## src/rtl/food_renderer.sv

```systemverilog
// Food sprite blitter: walks the 8x8 layout of one food tile in row-major order
// and streams the visible pixels out with absolute screen coordinates.
module food_renderer #(
    parameter int TX_W             = 4,
    parameter int TY_W             = 4,
    parameter bit SKIP_TRANSPARENT = 1'b1
) (
    input  logic            clk,
    input  logic            reset,
    input  logic            req_valid,
    output logic            req_ready,
    input  logic [TX_W-1:0] req_tile_x,
    input  logic [TY_W-1:0] req_tile_y,
    input  logic [1:0]      req_type,
    output logic [2:0]      lay_x,
    output logic [2:0]      lay_y,
    output logic [1:0]      lay_type,
    input  logic [1:0]      lay_value,
    output logic            pix_valid,
    input  logic            pix_ready,
    output logic [TX_W+2:0] pix_x,
    output logic [TY_W+2:0] pix_y,
    output logic [1:0]      pix_color,
    output logic            busy,
    output logic            done
);

    // Handshakes: a transfer happens on a rising edge where valid && ready are both
    // high; a producer holds valid and its payload steady until that edge.
    typedef enum logic [1:0] {
        ST_IDLE  = 2'd0,
        ST_SCAN  = 2'd1,
        ST_DRAIN = 2'd2
    } state_t;

    state_t          state_q;
    state_t          state_d;
    logic [TX_W-1:0] tile_x_q;
    logic [TY_W-1:0] tile_y_q;

    logic accept;
    logic slot_free;
    logic skip_px;
    logic load;
    logic advance;
    logic last_px;
    logic drain_exit;

    // State register
    always_ff @(posedge clk or posedge reset) begin
        if (reset) begin
            state_q <= ST_IDLE;
        end else begin
            state_q <= state_d;
        end
    end

    // Next-state logic
    always_comb begin
        state_d = state_q;
        case (state_q)
            ST_IDLE: begin
                if (accept) begin
                    state_d = ST_SCAN;
                end
            end
            ST_SCAN: begin
                if (advance && last_px) begin
                    state_d = ST_DRAIN;
                end
            end
            ST_DRAIN: begin
                if (drain_exit) begin
                    state_d = ST_IDLE;
                end
            end
            default: state_d = ST_IDLE;
        endcase
    end

    // Output / control decode
    always_comb begin
        req_ready  = 1'b0;
        busy       = 1'b0;
        accept     = 1'b0;
        load       = 1'b0;
        advance    = 1'b0;
        drain_exit = 1'b0;
        slot_free  = !pix_valid || pix_ready;
        skip_px    = SKIP_TRANSPARENT && (lay_value == 2'd0);
        last_px    = (lay_x == 3'd7) && (lay_y == 3'd7);
        case (state_q)
            ST_IDLE: begin
                req_ready = 1'b1;
                accept    = req_valid;
            end
            ST_SCAN: begin
                busy    = 1'b1;
                load    = !skip_px && slot_free;
                advance = skip_px || slot_free;
            end
            ST_DRAIN: begin
                busy       = 1'b1;
                drain_exit = slot_free;
            end
            default: begin
                req_ready = 1'b0;
            end
        endcase
    end

    // Request latch and scan counters; lay_x/lay_y are the counters themselves
    always_ff @(posedge clk or posedge reset) begin
        if (reset) begin
            tile_x_q <= '0;
            tile_y_q <= '0;
            lay_type <= 2'd0;
            lay_x    <= 3'd0;
            lay_y    <= 3'd0;
        end else if (accept) begin
            tile_x_q <= req_tile_x;
            tile_y_q <= req_tile_y;
            lay_type <= req_type;
            lay_x    <= 3'd0;
            lay_y    <= 3'd0;
        end else if (advance) begin
            if (last_px) begin
                lay_x <= 3'd0;
                lay_y <= 3'd0;
            end else begin
                lay_x <= lay_x + 3'd1;
                if (lay_x == 3'd7) begin
                    lay_y <= lay_y + 3'd1;
                end
            end
        end
    end

    // Single-entry output register; a load may replace a pixel leaving on the same edge
    always_ff @(posedge clk or posedge reset) begin
        if (reset) begin
            pix_valid <= 1'b0;
            pix_x     <= '0;
            pix_y     <= '0;
            pix_color <= 2'd0;
        end else if (load) begin
            pix_valid <= 1'b1;
            pix_x     <= {tile_x_q, lay_x};
            pix_y     <= {tile_y_q, lay_y};
            pix_color <= lay_value;
        end else if (pix_valid && pix_ready) begin
            pix_valid <= 1'b0;
        end
    end

    always_ff @(posedge clk or posedge reset) begin
        if (reset) begin
            done <= 1'b0;
        end else begin
            done <= drain_exit;
        end
    end

endmodule

```

## config.mk

```make
export PLATFORM = sky130hd
export DESIGN_NAME = food_renderer
export DESIGN_NICKNAME = d
export VERILOG_FILES = /design/src/rtl/food_renderer.sv
export SDC_FILE = /design/constraint.sdc
export NUM_CORES = 1
export LEC_CHECK = 0
export ABC_CLOCK_PERIOD_IN_PS = 2000
export CAP_MARGIN = 20
export CORE_UTILIZATION = 25
export CTS_CLUSTER_SIZE = 10
export DETAILED_ROUTE_END_ITERATION = 8
export PLACE_DENSITY = 0.51
export SYNTH_ARGS = -nofsm -noshare
export SYNTH_HDL_FRONTEND = slang
export SYNTH_SLANG_ARGS = --single-unit
```

## constraint.sdc

```tcl
create_clock -name clk -period 2 [get_ports clk]
set_input_delay 0.3 -clock clk [delete_from_list [all_inputs] [get_ports clk]]
set_output_delay 0.3 -clock clk [all_outputs]
set_load 0.02 [all_outputs]
```

Word-level counts from Yosys, hierarchy flattened
Cells that the tools add are included.
{"block": "word_totals", "ff_bits": 36, "inputBits": 16}
{"block": "op_classes", "n_addsub": 2, "n_eq_ne": 7, "reduce_logical": 16, "mux": 19}
{"op": "$mux 3", "n": 7}
{"op": "$mux 1", "n": 8}
{"op": "$add 3x1->3 const B", "n": 2}
{"op": "$eq 3x3->1 const B", "n": 2}
{"op": "$mux 2", "n": 3}
{"op": "$ne 2x2->1 const B", "n": 3}
{"op": "$pmux 2 s3", "n": 1}
{"op": "$logic_and 1x1->1", "n": 4}
{"op": "$logic_not 2->1", "n": 2}
{"op": "$reduce_bool 2->1", "n": 2}
{"op": "$reduce_and 3->1", "n": 1}
{"op": "$reduce_bool 3->1", "n": 1}
{"op": "$eq 2x1->1 const B", "n": 1}
{"op": "$eq 2x2->1 const B", "n": 1}
{"op": "$logic_not 1->1", "n": 2}
{"op": "$logic_or 1x1->1", "n": 2}
{"op": "$reduce_and 2->1", "n": 1}
{"op": "$reduce_or 2->1", "n": 1}

Depth between registers and ports, before layout
Gate-level depths: netlist of run 1.
{"block": "depth", "word_depth": 7, "ltp_mapped": 6, "depth_no_buf": 6}

Worst setup path before layout of run 1
No wires, ideal clock.
{"block": "synth_timing", "path_kind": "reg2reg", "start": "register state_q[0]", "end": "register lay_type[1]", "path_slack_ns": 0.255, "setup_ns": 0.125, "t_arrival_ns": 1.621, "period_less_slack_ns": 1.745, "path_stages_with_launch": 7, "cell_sequence": "dfrtp_1 > inv_1 > ha_1 > and2_1 > buf_2 > buf_2 > mux2_2"}
{"block": "synth_between", "elab_chain_cells": 2}
{"element": "start: declaration", "line": "36", "rtl": "state_t state_q;"}
{"element": "start signal: assignment", "line": "54", "rtl": "state_q <= state_d;"}
{"element": "$logic_not 2->1", "line": "92", "rtl": "case (state_q)"}
{"element": "$mux 1", "line": "92"}
{"element": "end signal: assignment", "line": "123", "rtl": "lay_type <= req_type;"}
{"element": "end: declaration", "line": "17", "rtl": "output logic [1:0] lay_type,"}
Every way passes these cells.
A chain may end at the register's enable or synchronous reset.

Worst setup path in the final report of run 1
{"block": "layout_timing", "start": "register state_q[1]", "end": "register pix_y[5]"}
{"block": "layout_between", "elab_chain_cells": 2}
{"element": "$eq 2x1->1", "line": "92"}
{"element": "$mux 1", "line": "92"}
{"element": "end signal: assignment", "line": "149", "rtl": "pix_y <= {tile_y_q, lay_y};"}
{"element": "end: declaration", "line": "22", "rtl": "output logic [TY_W+2:0] pix_y,"}
Every way passes these cells.

==> results of run 1 <==
-- registers in the layout (all words and copies together) (netlist names) --
| register | flops |
|---|---|
| state_q | 2 |
| lay_y | 3 |
| pix_x | 7 |
| done | 1 |
| lay_type | 2 |
| pix_color | 2 |
| tile_x_q | 4 |
| lay_x | 3 |
| pix_y | 7 |
| tile_y_q | 4 |
| pix_valid | 1 |
-- where the power goes --
part           leakage (nW)  switching, mW  total [mW]  internal (mW)
Clock                0.0410          0.238       0.474          0.236
Combinational         0.520          0.712        1.49          0.774
Sequential            0.450          0.173        1.20           1.03
Total                  1.01           1.12        3.16           2.04
-- repair_timing --
item,in CTS,in global routing
gates resized for setup,0,2
buffers inserted,0,0
hold endpoints to repair,0,0
hold buffers,0,0
endpoints found under the setup margin,0,2
-- critical path: cells and delay by family (launching register included) --
family | cells | cell delay, ns
buffers and inverters | 1 | 0.12
adder cells (fa/ha/maj) | 1 | 0.39
AND/OR/NAND/NOR | 1 | 0.28
multiplexers | 1 | 0.40
flip-flops | 1 | 0.40
-- logic make-up after synthesis --
logic type,Yosys count
buffers and inverters,9
and+or+nand+nor,20
adders and majority gates,9
muxes,29
AOI/OAI and AO/OA,9
DFF,36
-- how the worst max path moves through the flow --
stage	to	slack [ns]
floorplan	lay_type[1]	0.25
global placement	lay_y[2]	0.10
detailed placement	lay_y[2]	0.09
CTS	busy	0.03
global route	pix_y[5]	0.15
finish	pix_y[5]	0.29
-- final cells by class --
class	instances	area share, %
inverters	5	0.8596
clock inverters	1	0.2292
multi-input cells	67	28.37
well taps	75	4.298
flip-flops and latches	36	41.26
repair buffers	48	21.66
clock buffers	6	3.324
-- layer usage --
metal	wire (um)	part of all wire, %	GRT usage [%]
met2	1505	49	18.57
met4	60	2.0	5.357
met3	232	7.6	4.494
met1	1244	41	11.54
met5	0	0	0
-- synth_stat cells --
cell type and instances:
buf_2 2, o211ai_1 1, nand3b_4 1, o211ai_4 1, and2_1 2, nand3_1 2
o21ai_2 1, a21oi_1 4, or3_1 1, inv_1 5, a211o_1 1, ha_1 9
mux2_2 17, nor2_2 1, buf_4 2, mux2_1 9, nand2_1 8, or3b_1 1
nand2b_1 1, o22ai_1 1, dfrtp_1 36, nor2_1 3, mux2i_1 3
==> flow_metrics.py, run 1 <==
metrics = {
    "place": {
        "dp.cells": 231,
        "dp_slack_ns": 0.09499,
        "port_buffers": 43,
        "routabilityCongestion": 0.6817,
        "place_hpwl_mm": 2.280,
        "place_area_um2": 2101,
    },
    "run_status": {
        "status": "completed",
    },
    "yosys": {
        "synth_warnings": 0,
        "syn_avg_cell_area_um2": 13.96,
        "synth.mux.area_fraction_pct": 20.64,
        "syn-num-nets": 137,
        "synthXorXnorAreaFrac_pct": 0,
        "synth_top_cell_by_area": "dfrtp_1",
        "synthSimpleGateAreaFrac_pct": 7.120,
        "yosys_register_bits": 36,
        "synthAdderAreaFrac_pct": 7.200,
        "postSynthCellCount": 112,
        "synthDominantCellAreaShare_pct": 57.60,
        "yosysSeqAreaShare_pct": 57.60,
        "synth_top_family_by_area": "multiplexers",
        "synth_cell_types": 23,
        "synth.area.top_cells": "dfrtp_1 (58%), mux2_2 (12%), ha_1 (7.2%)",
        "synth-compound-area-share_pct": 4.640,
        "synth_area_um2": 1564,
    },
    "drt": {
        "firstDrtPassIters": 4,
        "wire_per_inst_um": 12.79,
        "ant_nets": 0,
        "totalWireLength_mm": 3.043,
        "vias": 1038,
        "viasPerCell": 4.361,
        "first_iter_violations": 27,
        "drc_errors": 0,
    },
    "global_routing": {
        "grt_antenna_before_repair": 0,
        "grt_pass1_wl_mm": 5.230,
        "grt_max_degree": 20,
        "overflow": 0,
        "grt_pass1_vias": 1133,
        "grt_usage_pct": 10.88,
    },
    "worst_setup_path": {
        "crit_path_max_fanout": 15,
        "slowest_delay_ns": 0.40,
        "start_kind": "flop",
        "rrSetupSlack_ns": 0.29,
        "path_cells": "inv_1, ha_1, nand3b_4, mux2_1",
        "required_ns": 2.16,
        "arrival_ns": 1.87,
        "end_kind": "flop",
        "critPathLaunch": "state_q[1]",
        "worstSetupPathType": "flop to flop",
        "crit_slowest_cell": "dfrtp_1",
        "ff2ff_path_depth": 4,
        "worst_r2r_endpoint": "pix_y[5]",
        "worstReg2RegStart": "state_q[1]",
    },
    "die": {
        "pin_count": 44,
        "num_rows": 28,
        "start_util_pct": 26.11,
        "core_area_um2": 5991,
        "die_w_um": 81.10,
        "die-area_um2": 6576,
        "dieHeight_um": 81.10,
    },
    "cts": {
        "clk_latency_ns": 0.28,
        "cts.sinks": 36,
        "clockBufferDepth": 2,
        "numCtsBuffers": 5,
        "clk_pin_slew_ns": 0.07,
        "cts_tree": "built",
        "root_buffer": "clkbuf_8",
        "htreeDepth": 2,
    },
    "final_layout": {
        "stdcell_area_um2": 2183,
        "layout_commonest_cell": "clkdlybuf4s50_1",
        "nFillCells": 588,
        "fin_util_pct": 36.45,
        "syn2layout_area_growth_pct": 39.60,
        "ff_latch_area_um2": 900.9,
        "fin_cells": 238,
        "multi_input_area_um2": 619.3,
        "nNetsFinal": 188,
        "drive_above_1_share_pct": 19.63,
        "layout_common_cells": "clkdlybuf4s50_1 (41), dfrtp_1 (36), mux2_2 (17), mux2_1 (9), ha_1 (9)",
        "num_antenna_cells": 0,
    },
    "timing": {
        "rsz0062_at_grt": "no",
        "drv_slew": 0,
        "whs_ns": 0.3574,
        "tightest_slew_ns": 0.3616,
        "setup_viol": 0,
        "min_period_ns": 1.710,
        "period_share_pct": 85.52,
        "finalHoldViolCount": 0,
        "slew_headroom_pct": 75.90,
        "fmax_mhz": 584.6,
        "setup_ws_ns": 0.2895,
        "skew_ns": 0.004254,
        "setup_tns_ns": 0,
    },
    "power_and_ir_drop": {
        "powerDensity_nw_per_um2": 1449,
        "p_leak_nw": 1.011,
        "total_power_mw": 3.163,
        "ir_worst_vdd_uv": 644.7,
    },
    "run": {
        "drv_cap": 0,
    },
    "min_path": {
        "worstHoldPathType": "primary input to async pin",
    },
}
(Power assumes the default switching activity.)
==> run 2: changes to the inputs <==
--- a/config.mk
+++ b/config.mk
@@ -7,10 +7,12 @@
 export LEC_CHECK = 0
 export ABC_CLOCK_PERIOD_IN_PS = 2000
 export CAP_MARGIN = 20
+export CORE_MARGIN = 2
 export CORE_UTILIZATION = 25
 export CTS_CLUSTER_SIZE = 10
 export DETAILED_ROUTE_END_ITERATION = 8
-export PLACE_DENSITY = 0.51
+export PLACE_DENSITY_LB_ADDON = 0.15
+export SLEW_MARGIN = 20
 export SYNTH_ARGS = -nofsm -noshare
 export SYNTH_HDL_FRONTEND = slang
 export SYNTH_SLANG_ARGS = --single-unit
==> run 2 against run 1 <==
Critical path depth down 1. Total power up 1.5%. Combinational power about the same. First-iteration DRC count down 56%. Clock-buffer cell count unchanged. Register-to-register slack about the same. Setup slack worse by 0.21 ns. Sequential share of layout area down 0.094 points. Highest routed layer unchanged. Via count down 0.29%. Critical path type is now flop to output pin. Sequential power about the same. Design area up 0.23%. Clock power up 11%.
==> flow_metrics.py, run 2 (synthesis gave the netlist of run 1 again) <==
metrics = {
    "place": {
        "port_buffers": 43,
        "place_hpwl_mm": 2.255,
        "routabilityCongestion": 0.7246,
        "dp_slack_ns": 0.1102,
    },
    "cts": {
        "numCtsBuffers": 5,
        "cts_tree": "built",
        "htreeDepth": 2,
        "cts.sinks": 36,
        "clk_pin_slew_ns": 0.08,
        "clk_latency_ns": 0.29,
        "root_buffer": "clkbuf_8",
        "clockBufferDepth": 2,
    },
    "global_routing": {
        "grt_pass1_wl_mm": 5.250,
        "grt_antenna_before_repair": 0,
        "grt_max_degree": 21,
        "grt_usage_pct": 9.591,
        "grt_pass1_vias": 1111,
        "overflow": 0,
    },
    "min_path": {
        "worstHoldPathType": "primary input to async pin",
    },
    "die": {
        "dieHeight_um": 83.10,
        "core_area_um2": 5991,
        "die-area_um2": 6905,
        "num_rows": 28,
        "die_w_um": 83.10,
        "start_util_pct": 26.11,
        "pin_count": 44,
    },
    "worst_setup_path": {
        "worstSetupPathType": "flop to output pin",
        "end_kind": "output pin",
        "slowest_delay_ns": 0.61,
        "arrival_ns": 1.63,
        "path_cells": "inv_1, ha_1, clkdlybuf4s50_1",
        "required_ns": 1.70,
        "crit_family": "buffers and inverters",
        "rrSetupSlack_ns": 0.29,
        "crit_slowest_cell": "clkdlybuf4s50_1",
        "cp.buffers_inverters": 2,
        "start_kind": "flop",
        "crit_path_max_fanout": 4,
        "worstReg2RegStart": "state_q[1]",
        "critPathLaunch": "state_q[1]",
    },
    "final_layout": {
        "drive_above_1_share_pct": 20.25,
        "num_antenna_cells": 0,
        "layout_common_cells": "clkdlybuf4s50_1 (42), dfrtp_1 (36), mux2_2 (17), mux2_1 (9), ha_1 (9)",
        "fin_util_pct": 36.53,
        "nFillCells": 604,
        "syn2layout_area_growth_pct": 39.92,
        "reg_top3": "pix_x x7, pix_y x7",
        "nNetsFinal": 187,
        "layout_commonest_cell": "clkdlybuf4s50_1",
    },
    "drt": {
        "wire_per_inst_um": 12.73,
        "drc_errors": 0,
        "totalWireLength_mm": 3.029,
        "viasPerCell": 4.349,
        "first_iter_violations": 12,
        "vias": 1035,
        "ant_nets": 0,
        "firstDrtPassIters": 4,
    },
    "power_and_ir_drop": {
        "ir_worst_vdd_uv": 689.2,
        "p_leak_nw": 1.005,
        "powerDensity_nw_per_um2": 1468,
    },
    "timing": {
        "setup_ws_ns": 0.07477,
        "setup_viol": 0,
        "fmax_mhz": 519.4,
        "min_period_ns": 1.925,
        "drv_slew": 0,
        "slew_headroom_pct": 75.47,
        "setup_tns_ns": 0,
        "tightest_slew_ns": 0.3680,
        "period_share_pct": 96.26,
        "rsz0062_at_grt": "no",
        "finalHoldViolCount": 0,
        "skew_ns": 0.009247,
    },
    "run": {
        "drv_cap": 0,
    },
    "run_status": {
        "status": "completed",
    },
}
-- run 2: cell count changes in the layout (fill, tap and decap cells not counted) --
cell,change
buf_4,-1
clkbuf_8,+1
dlymetal6s2s_1,-1
clkdlybuf4s50_1,+1
clkbuf_1,-1
clkinv_2,+1
-- run 2: final cells by class --
| cell class | instances | area (um2) | area share (%) |
|---|---|---|---|
| multi-input cells | 67 | 619.3 | 28.30 |
| clock inverters | 2 | 10.01 | 0.4574 |
| clock buffers | 6 | 82.58 | 3.774 |
| repair buffers | 47 | 462.9 | 21.15 |
| well taps | 75 | 93.84 | 4.288 |
| flip-flops and latches | 36 | 900.9 | 41.17 |
| inverters | 5 | 18.77 | 0.8576 |
-- run 2: worst paths after layout --
path,endpoint,depth (start not counted)
setup / recovery,req_ready,3
hold / removal,done,3
setup reg to reg,pix_y[5],4
hold reg to reg,pix_y[4],1
max in group asynchronous,lay_x[1],3
min in group clk,pix_y[4],1
-- run 2: layer usage --
| metal | up-vias | track usage [%] | wire, um |
|---|---|---|---|
| li1 | 482 | - | - |
| met1 | 514 | 11.87 | 1388 |
| met2 | 33 | 14.96 | 1389 |
| met3 | 6 | 3.976 | 204 |
| met4 | 0 | 3.577 | 46 |
| met5 | - | 0 | 0 |
-- run 2: stage by stage --
| step | std cells | hold WS [ns] | cell area [um2] | total power [mW] |
|---|---|---|---|---|
| 2_1_floorplan | 112 | 0.4504 | 1564 | 2.107 |
| 3_3_place_gp | 230 | 0.4612 | 2093 | 2.695 |
| 3_5_place_dp | 230 | 0.4743 | 2093 | 2.731 |
| 4_1_cts | 238 | 0.3370 | 2186 | 3.275 |
| 5_1_grt | 238 | 0.3694 | 2188 | 3.432 |
| 6_report | 238 | 0.3379 | 2188 | 3.212 |
-- run 2: worst register-to-register path: stages (launching register included) --
cell and delay, ns:
dfrtp_1 0.40, inv_1 0.12, ha_1 0.39, nand3b_4 0.28, mux2_1 0.39
-- run 2: repair_timing --
action	4_1_cts	5_1_grt
endpoints found under the setup margin	0	1
hold buffers	0	0
setup buffers	0	0
gates resized for setup	0	1
-- run 2: power by group --
group	switching, mW	internal [mW]
sequential	0.178	1.03
combinational	0.707	0.770
clock	0.253	0.275
==> run 3: changes to the inputs <==
--- a/config.mk
+++ b/config.mk
@@ -5,6 +5,7 @@
 export SDC_FILE = /design/constraint.sdc
 export NUM_CORES = 1
 export LEC_CHECK = 0
+export ABC_AREA = 1
 export ABC_CLOCK_PERIOD_IN_PS = 2000
 export CAP_MARGIN = 20
 export CORE_MARGIN = 2
@@ -12,6 +13,7 @@
 export CTS_CLUSTER_SIZE = 10
 export DETAILED_ROUTE_END_ITERATION = 8
 export PLACE_DENSITY_LB_ADDON = 0.15
+export SKIP_CTS_REPAIR_TIMING = 1
 export SLEW_MARGIN = 20
 export SYNTH_ARGS = -nofsm -noshare
 export SYNTH_HDL_FRONTEND = slang
==> run 3 against run 2 <==
Setup slack improved by 0.26 ns. Register-to-register slack better by 0.24 ns. Clock skew is 0.0029 ns lower. Global-route usage grew 0.99 points. Clock-buffer cell count fell by 1. Sequential power about the same. Design area increased by 2.9%. Hold slack better by 0.072 ns. Highest routed layer unchanged.
==> flow_metrics.py, run 3 <==
metrics = {
    "drt": {
        "totalWireLength_mm": 3.419,
        "drc_errors": 0,
        "vias": 1213,
        "topRoutingLayerUsed": "met4",
        "met3_length_um": 154,
        "wl_met2_mm": 1.617,
        "firstDrtPassIters": 4,
        "met1_length_mm": 1.584,
        "ant_nets": 0,
        "first_iter_violations": 29,
        "viasPerCell": 4.226,
        "wire_per_inst_um": 11.91,
    },
    "timing": {
        "tightest_slew_ns": 0.4590,
        "setup_tns_ns": 0,
        "finalHoldViolCount": 0,
        "setup_viol": 0,
        "drv_slew": 0,
        "min_period_ns": 1.666,
        "slew_headroom_pct": 69.40,
        "skew_ns": 0.006337,
        "rsz0062_at_grt": "no",
        "period_share_pct": 83.31,
        "fmax_mhz": 600.2,
    },
    "final_layout": {
        "stdcell_area_um2": 2252,
        "layout_common_cells": "nand2_1 (56), clkdlybuf4s50_1 (41), dfrtp_1 (36), inv_1 (14)",
        "layout_commonest_cell": "nand2_1",
        "multi_input_area_um2": 609.3,
        "fin_util_pct": 35.67,
        "nNetsFinal": 234,
        "syn2layout_area_growth_pct": 39.43,
        "num_antenna_cells": 0,
        "ff_latch_area_um2": 900.9,
        "fin_cells": 287,
        "reg_top3": "pix_x x7, pix_y x7",
        "nFillCells": 678,
        "drive_above_1_share_pct": 14.76,
    },
    "power_and_ir_drop": {
        "ir_worst_vdd_uv": 691.6,
        "powerDensity_nw_per_um2": 1472,
        "switchingPower_mw": 1.233,
        "total_power_mw": 3.315,
        "pwr-share-clk_pct": 19.4,
        "internal_power_mw": 2.082,
        "p_comb_share_pct": 45.1,
        "p_seq_share_pct": 35.5,
        "switching_share_pct": 37.19,
        "p_leak_nw": 1.112,
    },
    "yosys": {
        "synth_cell_types": 16,
        "async_flop_share_pct": 100.0,
        "synth_top_cell_by_area": "dfrtp_1",
        "synth_edf_count": 0,
        "synth.area.top_cells": "dfrtp_1 (56%), nand2_1 (13%), ha_1 (7.0%)",
        "synth-compound-area-share_pct": 3.950,
        "syn-num-nets": 185,
        "yosysSeqAreaShare_pct": 55.77,
        "netlist_top_cells_count": "nand2_1 (56), dfrtp_1 (36), inv_1 (14), mux2_2 (10), nand3_1 (10)",
        "synth.mux.area_fraction_pct": 6.971,
        "yosys_register_bits": 36,
        "synthXorXnorAreaFrac_pct": 0,
        "synthSimpleGateAreaFrac_pct": 19.83,
        "synth_ff_type": "dfrtp_1",
        "synth_top_family_by_area": "simple AND/OR/NAND/NOR gates",
        "syn_avg_cell_area_um2": 10.10,
        "postSynthCellCount": 160,
        "synthDominantCellAreaShare_pct": 55.77,
        "synth.most_common_cell": "nand2_1",
        "synth_area_um2": 1615,
        "synth_warnings": 0,
        "synthAdderAreaFrac_pct": 6.971,
    },
    "worst_setup_path": {
        "crit_path_max_fanout": 5,
        "slowest_delay_ns": 0.64,
        "cp.buffers_inverters": 1,
        "required_ns": 1.70,
        "worstSetupPathType": "flop to output pin",
        "arrival_ns": 1.37,
        "end_kind": "output pin",
        "start_kind": "flop",
        "ff2ff_path_depth": 5,
        "path_cells": "clkdlybuf4s50_1",
        "cp.depth": 1,
        "crit_family": "buffers and inverters",
        "crit_slowest_cell": "clkdlybuf4s50_1",
    },
    "cts": {
        "root_buffer": "clkbuf_8",
        "cts_tree": "built",
        "clk_pin_slew_ns": 0.08,
        "clk_latency_ns": 0.29,
        "numCtsBuffers": 5,
        "htreeDepth": 2,
        "cts.sinks": 36,
        "clockBufferDepth": 2,
    },
    "place": {
        "port_buffers": 43,
        "dp.cells": 279,
        "place_area_um2": 2136,
        "routabilityCongestion": 0.6665,
        "place_hpwl_mm": 2.439,
    },
    "die": {
        "start_util_pct": 25.58,
        "num_rows": 29,
        "die-area_um2": 7120,
        "core_area_um2": 6314,
        "dieHeight_um": 84.38,
        "pin_count": 44,
        "die_w_um": 84.38,
    },
    "global_routing": {
        "grt_usage_pct": 10.58,
        "grt_max_degree": 37,
        "grt_pass1_vias": 1256,
        "grt_pass1_wl_mm": 5.968,
        "overflow": 0,
        "grt_antenna_before_repair": 0,
    },
    "run": {
        "drv_cap": 0,
    },
    "min_path": {
        "worstHoldPathType": "primary input to async pin",
    },
    "run_status": {
        "status": "completed",
    },
}
==> run 3: power groups by stage <==
stage | clock, mW | combinational [mW] | sequential (mW)
6_report | 0.643 | 1.50 | 1.18
2_1_floorplan | 0 | 0.731 | 1.39
3_3_place_gp | 0 | 1.52 | 1.20
5_1_grt | 0.707 | 1.66 | 1.22
3_5_place_dp | 0 | 1.53 | 1.20
4_1_cts | 0.667 | 1.53 | 1.19
==> run 3: layout make-up <==
type                       count  share of cell area [%]
tap                           77                   4.278
multi-input combinational    104                   27.06
sequential                    36                   40.00
clock inverter                 3                   1.889
clock buffer                   5                   3.056
inverter                      15                   2.500
timing repair buffer          47                   21.22
==> run 3: kinds of logic after synthesis <==
kind of cell | Yosys count
compound gates | 9
mux | 10
buf+inv | 20
simple gates | 76
fa+ha+maj | 9
flops | 36
==> run 3: metrics by stage <==
| stage | hold slack [ns] | setup slack (ns) |
|---|---|---|
| 2_1_floorplan | 0.4364 | 0.5557 |
| 3_3_place_gp | 0.4451 | 0.3498 |
| 3_5_place_dp | 0.4515 | 0.3644 |
| 4_1_cts | 0.4310 | 0.03270 |
| 5_1_grt | 0.4632 | 0.2609 |
| 6_report | 0.4099 | 0.3338 |
==> run 3: path summary, 6_finish.rpt <==
| path | from | end | slack (ns) |
|---|---|---|---|
| worst min-delay path | reset | pix_y[3] | 0.41 |
| max in group asynchronous | reset | lay_type[1] | 1.26 |
| min in group clk | tile_y_q[3] | pix_y[6] | 0.46 |
| worst max register to register | state_q[0] | tile_y_q[1] | 0.53 |
| worst max-delay path | lay_y[0] | lay_y[0] | 0.33 |
| worst min register to register | tile_y_q[3] | pix_y[6] | 0.46 |
==> run 3: per-layer routing <==
layer | global-route usage [%] | vias to the layer above
met1 | 13.64 | 575
li1 | - | 606
met3 | 3.343 | 8
met5 | 0 | -
met2 | 16.96 | 24
met4 | 3.463 | 0
